File: src/rtl/mano_bus_pkg.sv
// Shared source/destination codes and FSM state encoding for the
// common-bus transfer controller (bus_xfer_ctrl) and its request FIFO.
package mano_bus_pkg;

  localparam int SEL_W = 3;

  typedef enum logic [SEL_W-1:0] {
    CODE_NONE = 3'd0,
    CODE_AR   = 3'd1,
    CODE_PC   = 3'd2,
    CODE_DR   = 3'd3,
    CODE_AC   = 3'd4,
    CODE_IR   = 3'd5,
    CODE_TR   = 3'd6,
    CODE_MEM  = 3'd7
  } bus_code_e;

  typedef enum logic [1:0] {
    ST_IDLE  = 2'd0,
    ST_WAIT  = 2'd1,
    ST_DRIVE = 2'd2
  } xfer_state_e;

endpackage

File: src/rtl/sync_fifo.sv
// First-word-fall-through request FIFO with synchronous active-high reset;
// full/empty come from read/write pointers carrying one extra wrap bit.
module sync_fifo #(
  parameter int DEPTH = 4,
  parameter int W     = 6
) (
  input  logic         clk,
  input  logic         rst,
  input  logic         push,
  input  logic         pop,
  input  logic [W-1:0] din,
  output logic [W-1:0] dout,
  output logic         full,
  output logic         empty
);

  localparam int AW = $clog2(DEPTH);

  logic [W-1:0] mem_q [DEPTH];
  logic [AW:0]  wr_q;
  logic [AW:0]  rd_q;

  assign empty = (wr_q == rd_q);
  assign full  = (wr_q[AW] != rd_q[AW]) && (wr_q[AW-1:0] == rd_q[AW-1:0]);
  assign dout  = mem_q[rd_q[AW-1:0]];

  // storage and pointer update; writes blocked when full, reads when empty
  always_ff @(posedge clk) begin
    if (rst) begin
      wr_q <= {(AW+1){1'b0}};
      rd_q <= {(AW+1){1'b0}};
      for (int i = 0; i < DEPTH; i++) begin
        mem_q[i] <= {W{1'b0}};
      end
    end else begin
      if (push && !full) begin
        mem_q[wr_q[AW-1:0]] <= din;
        wr_q                <= wr_q + (AW+1)'(1);
      end
      if (pop && !empty) begin
        rd_q <= rd_q + (AW+1)'(1);
      end
    end
  end

endmodule

File: src/rtl/bus_xfer_ctrl.sv
// Queues {src,dst} bus transfers and sequences them onto the 8:1 common bus.
// Optional XFER_COUNT_EN adds xfer_cnt, a wrapping count of DRIVE cycles.
module bus_xfer_ctrl
  import mano_bus_pkg::*;
#(
  parameter int DEPTH    = 4,
  parameter int SEL_W    = mano_bus_pkg::SEL_W,
  parameter int MEM_SRC  = 7,
  parameter int MEM_WAIT = 1
) (
  input  logic                  clk,
  input  logic                  rst,
  input  logic                  req_valid,
  input  logic [SEL_W-1:0]      req_src,
  input  logic [SEL_W-1:0]      req_dst,
  output logic                  req_ready,
  output logic [SEL_W-1:0]      sel,
  output logic [(2**SEL_W)-1:0] ld,
  output logic                  busy,
  output logic                  done
`ifdef XFER_COUNT_EN
  ,
  output logic [15:0]           xfer_cnt
`endif
);

  localparam int NSRC = 2**SEL_W;
  localparam int FW   = 2*SEL_W;

  xfer_state_e      state_q;
  logic [SEL_W-1:0] src_q;
  logic [SEL_W-1:0] dst_q;
  logic [2:0]       wcnt_q;
  logic [SEL_W-1:0] sel_q;
  logic [NSRC-1:0]  ld_q;
  logic             done_q;

  logic             push_s;
  logic             pop_s;
  logic             full_s;
  logic             empty_s;
  logic [FW-1:0]    head_s;
  logic [SEL_W-1:0] head_src_s;
  logic [SEL_W-1:0] head_dst_s;
  logic             head_mem_s;

  // Self-loads and "no destination" produce no strobe.
  function automatic logic [NSRC-1:0] load_strobe(input logic [SEL_W-1:0] s,
                                                  input logic [SEL_W-1:0] d);
    logic [NSRC-1:0] r;
    r = {NSRC{1'b0}};
    if ((d != {SEL_W{1'b0}}) && (d != s)) begin
      r[d] = 1'b1;
    end else begin
      r = {NSRC{1'b0}};
    end
    return r;
  endfunction

  sync_fifo #(
    .DEPTH (DEPTH),
    .W     (FW)
  ) u_fifo (
    .clk   (clk),
    .rst   (rst),
    .push  (push_s),
    .pop   (pop_s),
    .din   ({req_src, req_dst}),
    .dout  (head_s),
    .full  (full_s),
    .empty (empty_s)
  );

  assign push_s     = req_valid && !full_s;
  assign head_src_s = head_s[FW-1:SEL_W];
  assign head_dst_s = head_s[SEL_W-1:0];
  assign head_mem_s = (head_src_s == SEL_W'(MEM_SRC)) && (MEM_WAIT > 0);

  assign req_ready  = !full_s;
  assign busy       = (state_q != ST_IDLE) || !empty_s;
  assign sel        = sel_q;
  assign ld         = ld_q;
  assign done       = done_q;

  // pop the head whenever the FSM is ready to start the next transfer
  always_comb begin
    pop_s = 1'b0;
    if (rst) begin
      pop_s = 1'b0;
    end else if (!empty_s && ((state_q == ST_IDLE) || (state_q == ST_DRIVE))) begin
      pop_s = 1'b1;
    end else begin
      pop_s = 1'b0;
    end
  end

  // transfer FSM; outputs are registered alongside the state they belong to
  always_ff @(posedge clk) begin
    if (rst) begin
      state_q <= ST_IDLE;
      src_q   <= {SEL_W{1'b0}};
      dst_q   <= {SEL_W{1'b0}};
      wcnt_q  <= 3'd0;
      sel_q   <= {SEL_W{1'b0}};
      ld_q    <= {NSRC{1'b0}};
      done_q  <= 1'b0;
    end else begin
      case (state_q)
        ST_IDLE, ST_DRIVE: begin
          if (pop_s) begin
            src_q <= head_src_s;
            dst_q <= head_dst_s;
            sel_q <= head_src_s;
            if (head_mem_s) begin
              state_q <= ST_WAIT;
              wcnt_q  <= 3'(MEM_WAIT);
              ld_q    <= {NSRC{1'b0}};
              done_q  <= 1'b0;
            end else begin
              state_q <= ST_DRIVE;
              ld_q    <= load_strobe(head_src_s, head_dst_s);
              done_q  <= 1'b1;
            end
          end else begin
            state_q <= ST_IDLE;
            sel_q   <= {SEL_W{1'b0}};
            ld_q    <= {NSRC{1'b0}};
            done_q  <= 1'b0;
          end
        end
        ST_WAIT: begin
          sel_q <= src_q;
          if (wcnt_q <= 3'd1) begin
            state_q <= ST_DRIVE;
            ld_q    <= load_strobe(src_q, dst_q);
            done_q  <= 1'b1;
          end else begin
            wcnt_q  <= wcnt_q - 3'd1;
            ld_q    <= {NSRC{1'b0}};
            done_q  <= 1'b0;
          end
        end
        default: begin
          state_q <= ST_IDLE;
          sel_q   <= {SEL_W{1'b0}};
          ld_q    <= {NSRC{1'b0}};
          done_q  <= 1'b0;
        end
      endcase
    end
  end

`ifdef XFER_COUNT_EN
  logic [15:0] xfer_cnt_q;

  assign xfer_cnt = xfer_cnt_q;

  // count DRIVE cycles, wrapping naturally at 16 bits
  always_ff @(posedge clk) begin
    if (rst) begin
      xfer_cnt_q <= 16'd0;
    end else if (state_q == ST_DRIVE) begin
      xfer_cnt_q <= xfer_cnt_q + 16'd1;
    end else begin
      xfer_cnt_q <= xfer_cnt_q;
    end
  end
`endif

endmodule

File: config.mk
export PLATFORM = sky130hd
export DESIGN_NAME = bus_xfer_ctrl
export DESIGN_NICKNAME = d
export VERILOG_FILES = /design/src/rtl/mano_bus_pkg.sv /design/src/rtl/sync_fifo.sv /design/src/rtl/bus_xfer_ctrl.sv
export SDC_FILE = /design/constraint.sdc
export NUM_CORES = 1
export LEC_CHECK = 0
export CAP_MARGIN = 40
export CORE_AREA = 8 8 90 76
export CTS_BUF_LIST = sky130_fd_sc_hd__clkbuf_8 sky130_fd_sc_hd__clkbuf_16
export DETAILED_ROUTE_END_ITERATION = 10
export DIE_AREA = 0 0 98 84
export PLACE_DENSITY = 0.75
export REMOVE_ABC_BUFFERS = 1
export SYNTH_ARGS = -nofsm -noshare
export SYNTH_HDL_FRONTEND = slang
export SYNTH_HIERARCHICAL = 1
export SYNTH_SLANG_ARGS = --single-unit
File: constraint.sdc
create_clock -name clk -period 2.1 [get_ports clk]
set_input_delay 0.42 -clock clk [delete_from_list [all_inputs] [get_ports clk]]
set_output_delay 0.42 -clock clk [all_outputs]
set_load 0.01 [all_outputs]
Yosys cells after proc, flatten, opt, wreduce, memory -nomap -nowiden
Memories as Yosys holds them, arrays and structs flattened. A register that Yosys moved wholly into a read port is not among the register bits.
Cells that the tools add are included.
{"block": "totals", "word_cells": 88, "mem_bits_rw": 24, "regBits": 29, "mem_count": 1}
{"memory": "u_fifo.mem_q", "words": 4, "word_bits": 6, "rd": 1, "rd_ports_with_merged_regs": 1, "write_ports": 4, "line": "sync_fifo.sv:19", "text": "logic [W-1:0] mem_q [DEPTH];"}
{"block": "op_classes", "eq_ne": 12, "n_reduce_logical": 22, "n_mux": 36, "order_cmp": 5, "n_addsub": 3}
{"op": "$mux 8", "n": 5}
{"op": "$pmux 8 s2", "n": 1}
{"op": "$mux 1", "n": 13}
{"op": "$mux 2", "n": 6}
{"op": "$mux 3", "n": 4}
{"op": "$pmux 3 s2", "n": 2}
{"op": "$logic_and 1x1->1", "n": 9}
{"op": "$lt 3x4->1 const B", "n": 2}
{"op": "$add 3x1->3 const B", "n": 2}
{"op": "$demux 1 s3", "n": 2}
{"op": "$ge 3x1->1 const B", "n": 2}
{"op": "$mux 6", "n": 1}
{"op": "$ne 2x2->1 const B", "n": 3}
{"op": "$ne 3x3->1", "n": 2}
{"op": "$reduce_bool 3->1", "n": 2}
{"op": "$reduce_or 6->1", "n": 1}
{"op": "$pmux 2 s2", "n": 1}
{"op": "$reduce_and 4->1", "n": 1}
{"op": "$reduce_bool 2->1", "n": 2}
{"op": "$eq 3x3->1", "n": 1}
{"op": "$eq 3x3->1 const B", "n": 1}
{"op": "$le 3x1->1 const B", "n": 1}
{"op": "$sub 3x1->3 const B", "n": 1}
{"op": "$eq 2x1->1 const B", "n": 1}
{"op": "other kinds (10)", "n": 12}

Logic depth before layout (Yosys ltp)
Gate-level depths: netlist of the first run.
{"block": "depth", "depth_word": 10, "depth_mapped": 10, "mapped_depth_nobuf": 7}

By module
Netlist of the first run, hierarchy kept.
{"module": "sync_fifo", "cells_each": 137, "instances": 1, "area_per_inst_um2": 1614.0}
{"module": "bus_xfer_ctrl", "cells_each": 127, "instances": 1, "area_per_inst_um2": 1114.8}

Least setup slack after synthesis of the first run
Ideal clock, no wire load.
{"block": "synth_timing", "kind": "register to register", "startpoint": "register u_fifo.wr_q[2]", "endpoint": "register u_fifo.rd_q[2]", "path_stages_with_launch": 10, "t_arrival_ns": 2.046, "n_path_buf": 2, "setup_time_ns": 0.074, "synth_period_minus_slack_ns": 2.120, "slack_ns": -0.020, "path_cell_list": "dfxtp_1 xor2_1 nor3_1 or3_1 buf_6 clkinv_4 buf_4 nand2_1 a211o_1 a31oi_1"}
{"block": "synth_via", "elab_chain_cells": 6}
{"item": "from (decl)", "line": "sync_fifo.sv:20", "text": "logic [AW:0] wr_q;"}
{"item": "from (signal assigned)", "line": "sync_fifo.sv:30", "text": "wr_q <= {(AW+1){1'b0}};"}
{"item": "from (signal assigned)", "line": "sync_fifo.sv:38", "text": "wr_q <= wr_q + (AW+1)'(1);"}
{"item": "$eq 3x3->1", "line": "sync_fifo.sv:23", "text": "assign empty = (wr_q == rd_q);"}
{"item": "net empty_s", "line": "bus_xfer_ctrl.sv:41", "text": "logic empty_s;"}
{"item": "$logic_not 1->1", "line": "bus_xfer_ctrl.sv:90", "text": "end else if (!empty_s && ((state_q == ST_IDLE) || (state_q == ST_DRIVE))) begin"}
{"item": "$logic_and 1x1->1", "line": "bus_xfer_ctrl.sv:90"}
{"item": "$mux 1", "line": "bus_xfer_ctrl.sv:90"}
{"item": "$mux 1", "line": "bus_xfer_ctrl.sv:88", "text": "if (rst) begin"}
{"item": "net pop_s", "line": "bus_xfer_ctrl.sv:39", "text": "logic pop_s;"}
{"item": "$logic_and 1x1->1", "line": "sync_fifo.sv:40", "text": "if (pop && !empty) begin"}
{"item": "to (signal assigned)", "line": "sync_fifo.sv:31", "text": "rd_q <= {(AW+1){1'b0}};"}
{"item": "to (signal assigned)", "line": "sync_fifo.sv:41", "text": "rd_q <= rd_q + (AW+1)'(1);"}
{"item": "to (decl)", "line": "sync_fifo.sv:21", "text": "logic [AW:0] rd_q;"}
The timed path passes the listed nets, and every way through them passes these cells.
A chain may end at the register's enable or synchronous reset.

==> summary.txt, run 1 <==
status: completed
root buffer cell: clkbuf_8
CP Capture Type: register
CP peak stage delay: 550 ps
multi-input logic area: 1280 um^2
fin crit period: 1970 ps
Vias: 2084
most numerous cell in the Yosys netlist: nor2_1
max-slew violations: 0
I/O pin count: 23
drt pass-1 iters: 4
Peak VDD IR: 0.000538 V
Final Setup Violations: 0
clk buf depth: 2
Seq/Total Area, Yosys: 49.2%
CTS tree: done
nets: 318
synth warn: 6
# fillers: 423
routed wire length: 5880 um
# rows: 24
total power: 3.88 mW
H-tree level count: 2
Worst Setup Start Kind: register
#FFs+latches synth: 55
1st-iter DRT viols: 94
first-pass GRT wire length: 10000 um
asr flop ratio synth: 0%
Syn Std Cell Area: 2730 um^2
predominant post-synthesis flop cell: dfxtp_1
vias in the first global route: 2093
pwr dens: 1160 nW/um^2
grt total ovfl: 0
Final Hold Violating Endpoints: 0
Final Skew: 10.0 ps
Seq. cell area: 1360 um^2
CP Buf/Inv Count: 1
DIE AREA: 8230 um^2
crit path max-delay cell type: mux4_2
Total GRT Usage: 14.9%
vias per cell: 5.62
worst endpoint required time: 2280 ps
Yosys top cell by area: edfxtp_1
Levels on crit path: 5
Vert. Die Dim: 84 um
hold buffer count at cts: 0
DP HPWL: 4280 um
Worst-Margin Slew: 652 ps
area grow syn2layout: 22.2%
number of enable flip-flop cells after synthesis: 24
critical-path maximum fanout: 7
Routed Antenna Nets: 0
clock slew at reported path FFs: 90 ps
unrepaired setup endpoints after global routing: no
cells on worst reg2reg path: 5
synth top area cells: edfxtp_1 (26%), dfxtp_1 (23%), mux4_2 (5.0%)
post-synth top area share: 26.4%
worst path cell trace: buf_12 -> mux4_2 -> xor2_1 -> o311ai_4 -> o32ai_1
port bufs: 22
fraction of layout cells with a size suffix above 1: 20.3%
Chip Width: 98 um
unique cell type count in the Yosys netlist: 51
n_diodes: 0
CP top delay family: compound AO/OA/AOI/OAI gates
most instantiated cells after synthesis: nor2_1 (33), dfxtp_1 (31), nand2_1 (26)
leakage: 1.22 nW
critical path class: register to register
clk_lat worst skew: 320 ps
Max Cap Violations: 0
clock buffer count from CTS: 5
post-detailed-route DRC marker count: 0
Hold Path Cell Cnt: 2
initial antenna violation count: 0
arrival time at the worst endpoint: 2150 ps
maximum clock frequency: 507 MHz
RePlAce Congestion: 0.846
worst min path class: register to register
Num Clock Sinks: 55
Tcrit/Tclk final: 93.9%
Synth Instances: 264
setup tns final: 0 ps
total core area: 5320 um^2
Routed wire per std cell: 15.9 um
Mean Syn Cell Area: 10.3 um^2
largest net degree at the start of global routing: 33
starting density of the core: 51.3%
relative slew slack: 56.1%
## metal layers
metal | routed length [um] | global-route usage (%) | vias to the layer above
li1 | - | - | 1036
met1 | 2740 | 18.6 | 996
met2 | 2800 | 24.2 | 43
met3 | 264 | 4.25 | 9
met4 | 79 | 4.52 | 0
met5 | 0 | 0 | -
## path summary, 6_finish.rpt
kind,from,to,slack [ps]
max reg2reg,register,ld[2]$_SDFF_PP0_,130
min reg2reg,src_q[1]$_SDFFE_PP0P_,src_q[1]$_SDFFE_PP0P_,510
max,register,ld[2]$_SDFF_PP0_,130
min,src_q[1]$_SDFFE_PP0P_,src_q[1]$_SDFFE_PP0P_,510
## layout make-up
class / instances / share of cell area, %
multi-input cells: 178 / 38.5
inverters: 15 / 1.84
flip-flops and latches: 55 / 40.7
repair buffers: 50 / 13.7
clock inverters: 3 / 0.750
clock buffers: 5 / 2.06
well taps: 65 / 2.44
## flip-flops by register name, indices dropped and copies added, names as in the netlist, named ones only
name / flops
done: 1
dst_q: 3
ld: 8
sel: 3
src_q: 3
state_q: 2
u_fifo/mem_q: 24
u_fifo/rd_q: 3
u_fifo/wr_q: 3
wcnt_q: 3
## per-stage QoR
stage               instances  setup slack [ps]  hold slack [ps]  utilization, %  area [um^2]
CTS                       370              19.8              506            62.3         3310
detailed placement        360              89.8              493            59.2         3140
global route              371              32.4              540            62.8         3340
floorplan                 248             -44.5              456               -         2630
global placement          360               125              490            59.2         3140
finish                    371               129              506            62.8         3340
## cell families after synthesis
logic type | count (synthesis) | share of synthesized area (%)
other cells | 1 | 0.137
xor+xnor | 11 | 4.49
mux | 6 | 4.95
flops | 55 | 49.2
compound gates | 54 | 14.8
buf+inv | 31 | 5.87
simple gates | 102 | 18.8
fa+ha+maj | 4 | 1.83
## worst min-delay path, delay by kind of cell, from the launching register on
family,cells,cell delay (ps)
AO/OA/AOI/OAI,1,50
flip-flops,1,350
AND/OR/NAND/NOR,1,60
## power by group
| group | internal [mW] | total [mW] | switching [mW] | leakage, nW |
|---|---|---|---|---|
| clock | 0.239 | 0.600 | 0.361 | 0.0443 |
| sequential | 1.35 | 1.53 | 0.189 | 0.507 |
| combinational | 0.832 | 1.75 | 0.915 | 0.663 |
## cell usage in the layout (no fill, tap or decap), types with 4 or more instances in the layout
cell type | netlist | routed
a21oi_1 | 9 | 9
a31oi_1 | 4 | 4
buf_4 | 1 | 26
clkbuf_8 | 0 | 5
clkdlybuf4s50_1 | 0 | 20
dfxtp_1 | 31 | 25
dfxtp_4 | 0 | 4
edfxtp_1 | 24 | 24
ha_1 | 4 | 4
inv_1 | 14 | 13
mux4_2 | 6 | 6
nand2_1 | 26 | 26
nand2b_1 | 4 | 4
nand3_1 | 7 | 7
nand4_1 | 7 | 7
nor2_1 | 33 | 33
nor2b_1 | 7 | 7
nor3b_1 | 4 | 4
o21ai_0 | 6 | 6
o22ai_1 | 4 | 4
o31ai_1 | 5 | 5
xor2_1 | 7 | 5
## what timing repair did
| item | in CTS | in global routing |
|---|---|---|
| buffers inserted | 2 | 1 |
| setup endpoints to repair | 2 | 1 |
| gates resized for setup | 16 | 4 |
| pin swaps | 1 | 2 |
No activity file was read; power rests on OpenSTA's default activity.
==> inputs of run 2 (changes only) <==
ABC_AREA = 0   (was not set)
==> results of run 2 <==
Same layout as run 1: the final DEF is identical, and so are final timing and power.
==> inputs of run 3 (changes only) <==
CORE_AREA = 2 2 84 70   (was 8 8 90 76)
DIE_AREA = 0 0 86 72   (was 0 0 98 84)
SETUP_SLACK_MARGIN = 0.02   (was not set)
==> summary.txt, run 3 (synthesized netlist as in run 1, its figures left out) <==
CP most frequent cell: buf_4
Routed Antenna Nets: 0
clock buffer count from CTS: 5
Vert. Die Dim: 72 um
clock slew at reported path FFs: 100 ps
hold buffer count at cts: 0
port bufs: 22
max-slew violations: 0
most frequent cells in the layout: nor2_1 (33), buf_4 (28), nand2_1 (26)
Final Skew: 2.54 ps
CP peak stage delay: 340 ps
CTS tree: done
pwr dens: 1200 nW/um^2
RePlAce Congestion: 0.866
Worst Setup Start Kind: register
area grow syn2layout: 23.4%
Tcrit/Tclk final: 93.2%
multi-input logic area: 1280 um^2
vias in the first global route: 2064
M2 GR Usage: 32.6%
post-detailed-route DRC marker count: 0
Final Setup Violations: 0
H-tree level count: 2
Chip Width: 86 um
Routed wire per std cell: 14.8 um
GRT met1 Usage: 25.7%
clk buf depth: 2
1st-iter DRT viols: 87
total core area: 5320 um^2
root buffer cell: clkbuf_8
Final Hold Violating Endpoints: 0
grt total ovfl: 0
arrival time at the worst endpoint: 1540 ps
I/O pin count: 23
DP HPWL: 4130 um
worst path cell trace: xor2_2 -> buf_4 -> buf_4 -> nor3_4 -> nand2_1 -> clkbuf_2
status: completed
leakage: 1.24 nW
grt peak-use layer: met2
vias per cell: 5.64
worst min path class: register to register
first-pass GRT wire length: 9470 um
GR met3 Demand/Resource: 3.75%
Total GRT Usage: 19.4%
# rows: 24
Top reg by flops: u_fifo/mem_q
unrepaired setup endpoints after global routing: no
Vias: 2097
flip-flop count of the largest register after layout: 24
relative slew slack: 58.3%
routed wire length: 5500 um
setup tns final: 0 ps
drt pass-1 iters: 4
critical-path maximum fanout: 3
worst endpoint required time: 1680 ps
nets: 319
Num Clock Sinks: 55
commonest non-fill, non-tap cell in the layout: nor2_1
DIE AREA: 6190 um^2
critical path class: register to output port
n_diodes: 0
Worst-Margin Slew: 619 ps
fin crit period: 1960 ps
clk_lat worst skew: 310 ps
fraction of layout cells with a size suffix above 1: 21.8%
crit path max-delay cell type: dfxtp_2
CP Capture Type: output port
largest net degree at the start of global routing: 33
final hold slack: 505 ps
Max Cap Violations: 0
starting density of the core: 51.3%
maximum clock frequency: 511 MHz
Peak VDD IR: 0.000624 V
Seq. cell area: 1360 um^2
initial antenna violation count: 0
Post-Place Cells: 360
# fillers: 418
fin cells: 372
-- run 3: changes by cell type in the layout (fill, tap and decap cells not counted), moves of 2 or more --
cell and change:
dfxtp_2 +2, buf_4 +2, bufinv_16 +2, clkinv_4 -2
-- run 3: layout make-up --
| cell class | count | area share (%) |
|---|---|---|
| multi-input combinational | 178 | 38.1 |
| tap | 65 | 2.42 |
| clock buffer | 5 | 2.04 |
| clock inverter | 3 | 2.01 |
| sequential | 55 | 40.3 |
| inverter | 15 | 1.82 |
| timing repair buffer | 51 | 13.3 |
-- run 3: what timing repair did --
action                                  4_1_cts  5_1_grt
gates resized for setup                      12       11
setup buffers                                 3        1
pin swaps                                     2        4
endpoints found under the setup margin        5        5
-- run 3: per-layer routing --
layer	share of wire [%]	vias to the layer above	wire length, um
li1	-	1037	-
met1	46	1012	2530
met2	49	41	2680
met3	4.2	7	231
met4	1.0	0	57
met5	0	-	0
-- run 3: path summary, 6_finish.rpt --
path / from / to / slack, ps / cells after the start
max: u_fifo/wr_q[2]$_SDFFE_PP0P_ / busy / 140 / 6
min: wcnt_q[1]$_SDFFE_PP0P_ / wcnt_q[1]$_SDFFE_PP0P_ / 500 / 2
max reg2reg: register / ld[5]$_SDFF_PP0_ / 180 / 4
min reg2reg: wcnt_q[1]$_SDFFE_PP0P_ / wcnt_q[1]$_SDFFE_PP0P_ / 500 / 2
-- run 3: critical path: cells and delay by family, from the launching register on --
kind | cells | cell delay [ps]
buf+inv | 3 | 400
flops | 1 | 340
simple gates | 2 | 310
xor+xnor | 1 | 180
-- run 3: report_power, final --
group / total (mW) / internal [mW] / switching [mW] / leakage [nW]
combinational: 1.69 / 0.817 / 0.875 / 0.666
sequential: 1.54 / 1.35 / 0.194 / 0.507
clock: 0.817 / 0.475 / 0.342 / 0.0644
-- run 3: stage by stage --
| step | setup slack (ps) | total power [mW] | cell area (um^2) | utilization [%] |
|---|---|---|---|---|
| 5_1_grt | 40.4 | 4.31 | 3370 | 63.3 |
| 6_report | 143 | 4.05 | 3370 | 63.3 |
| 4_1_cts | 24.8 | 4.03 | 3330 | 62.7 |
| 3_5_place_dp | 18.1 | 3.15 | 3130 | 58.9 |
| 3_3_place_gp | 76.2 | 3.11 | 3130 | 58.9 |
| 2_1_floorplan | -44.5 | 2.46 | 2630 | - |
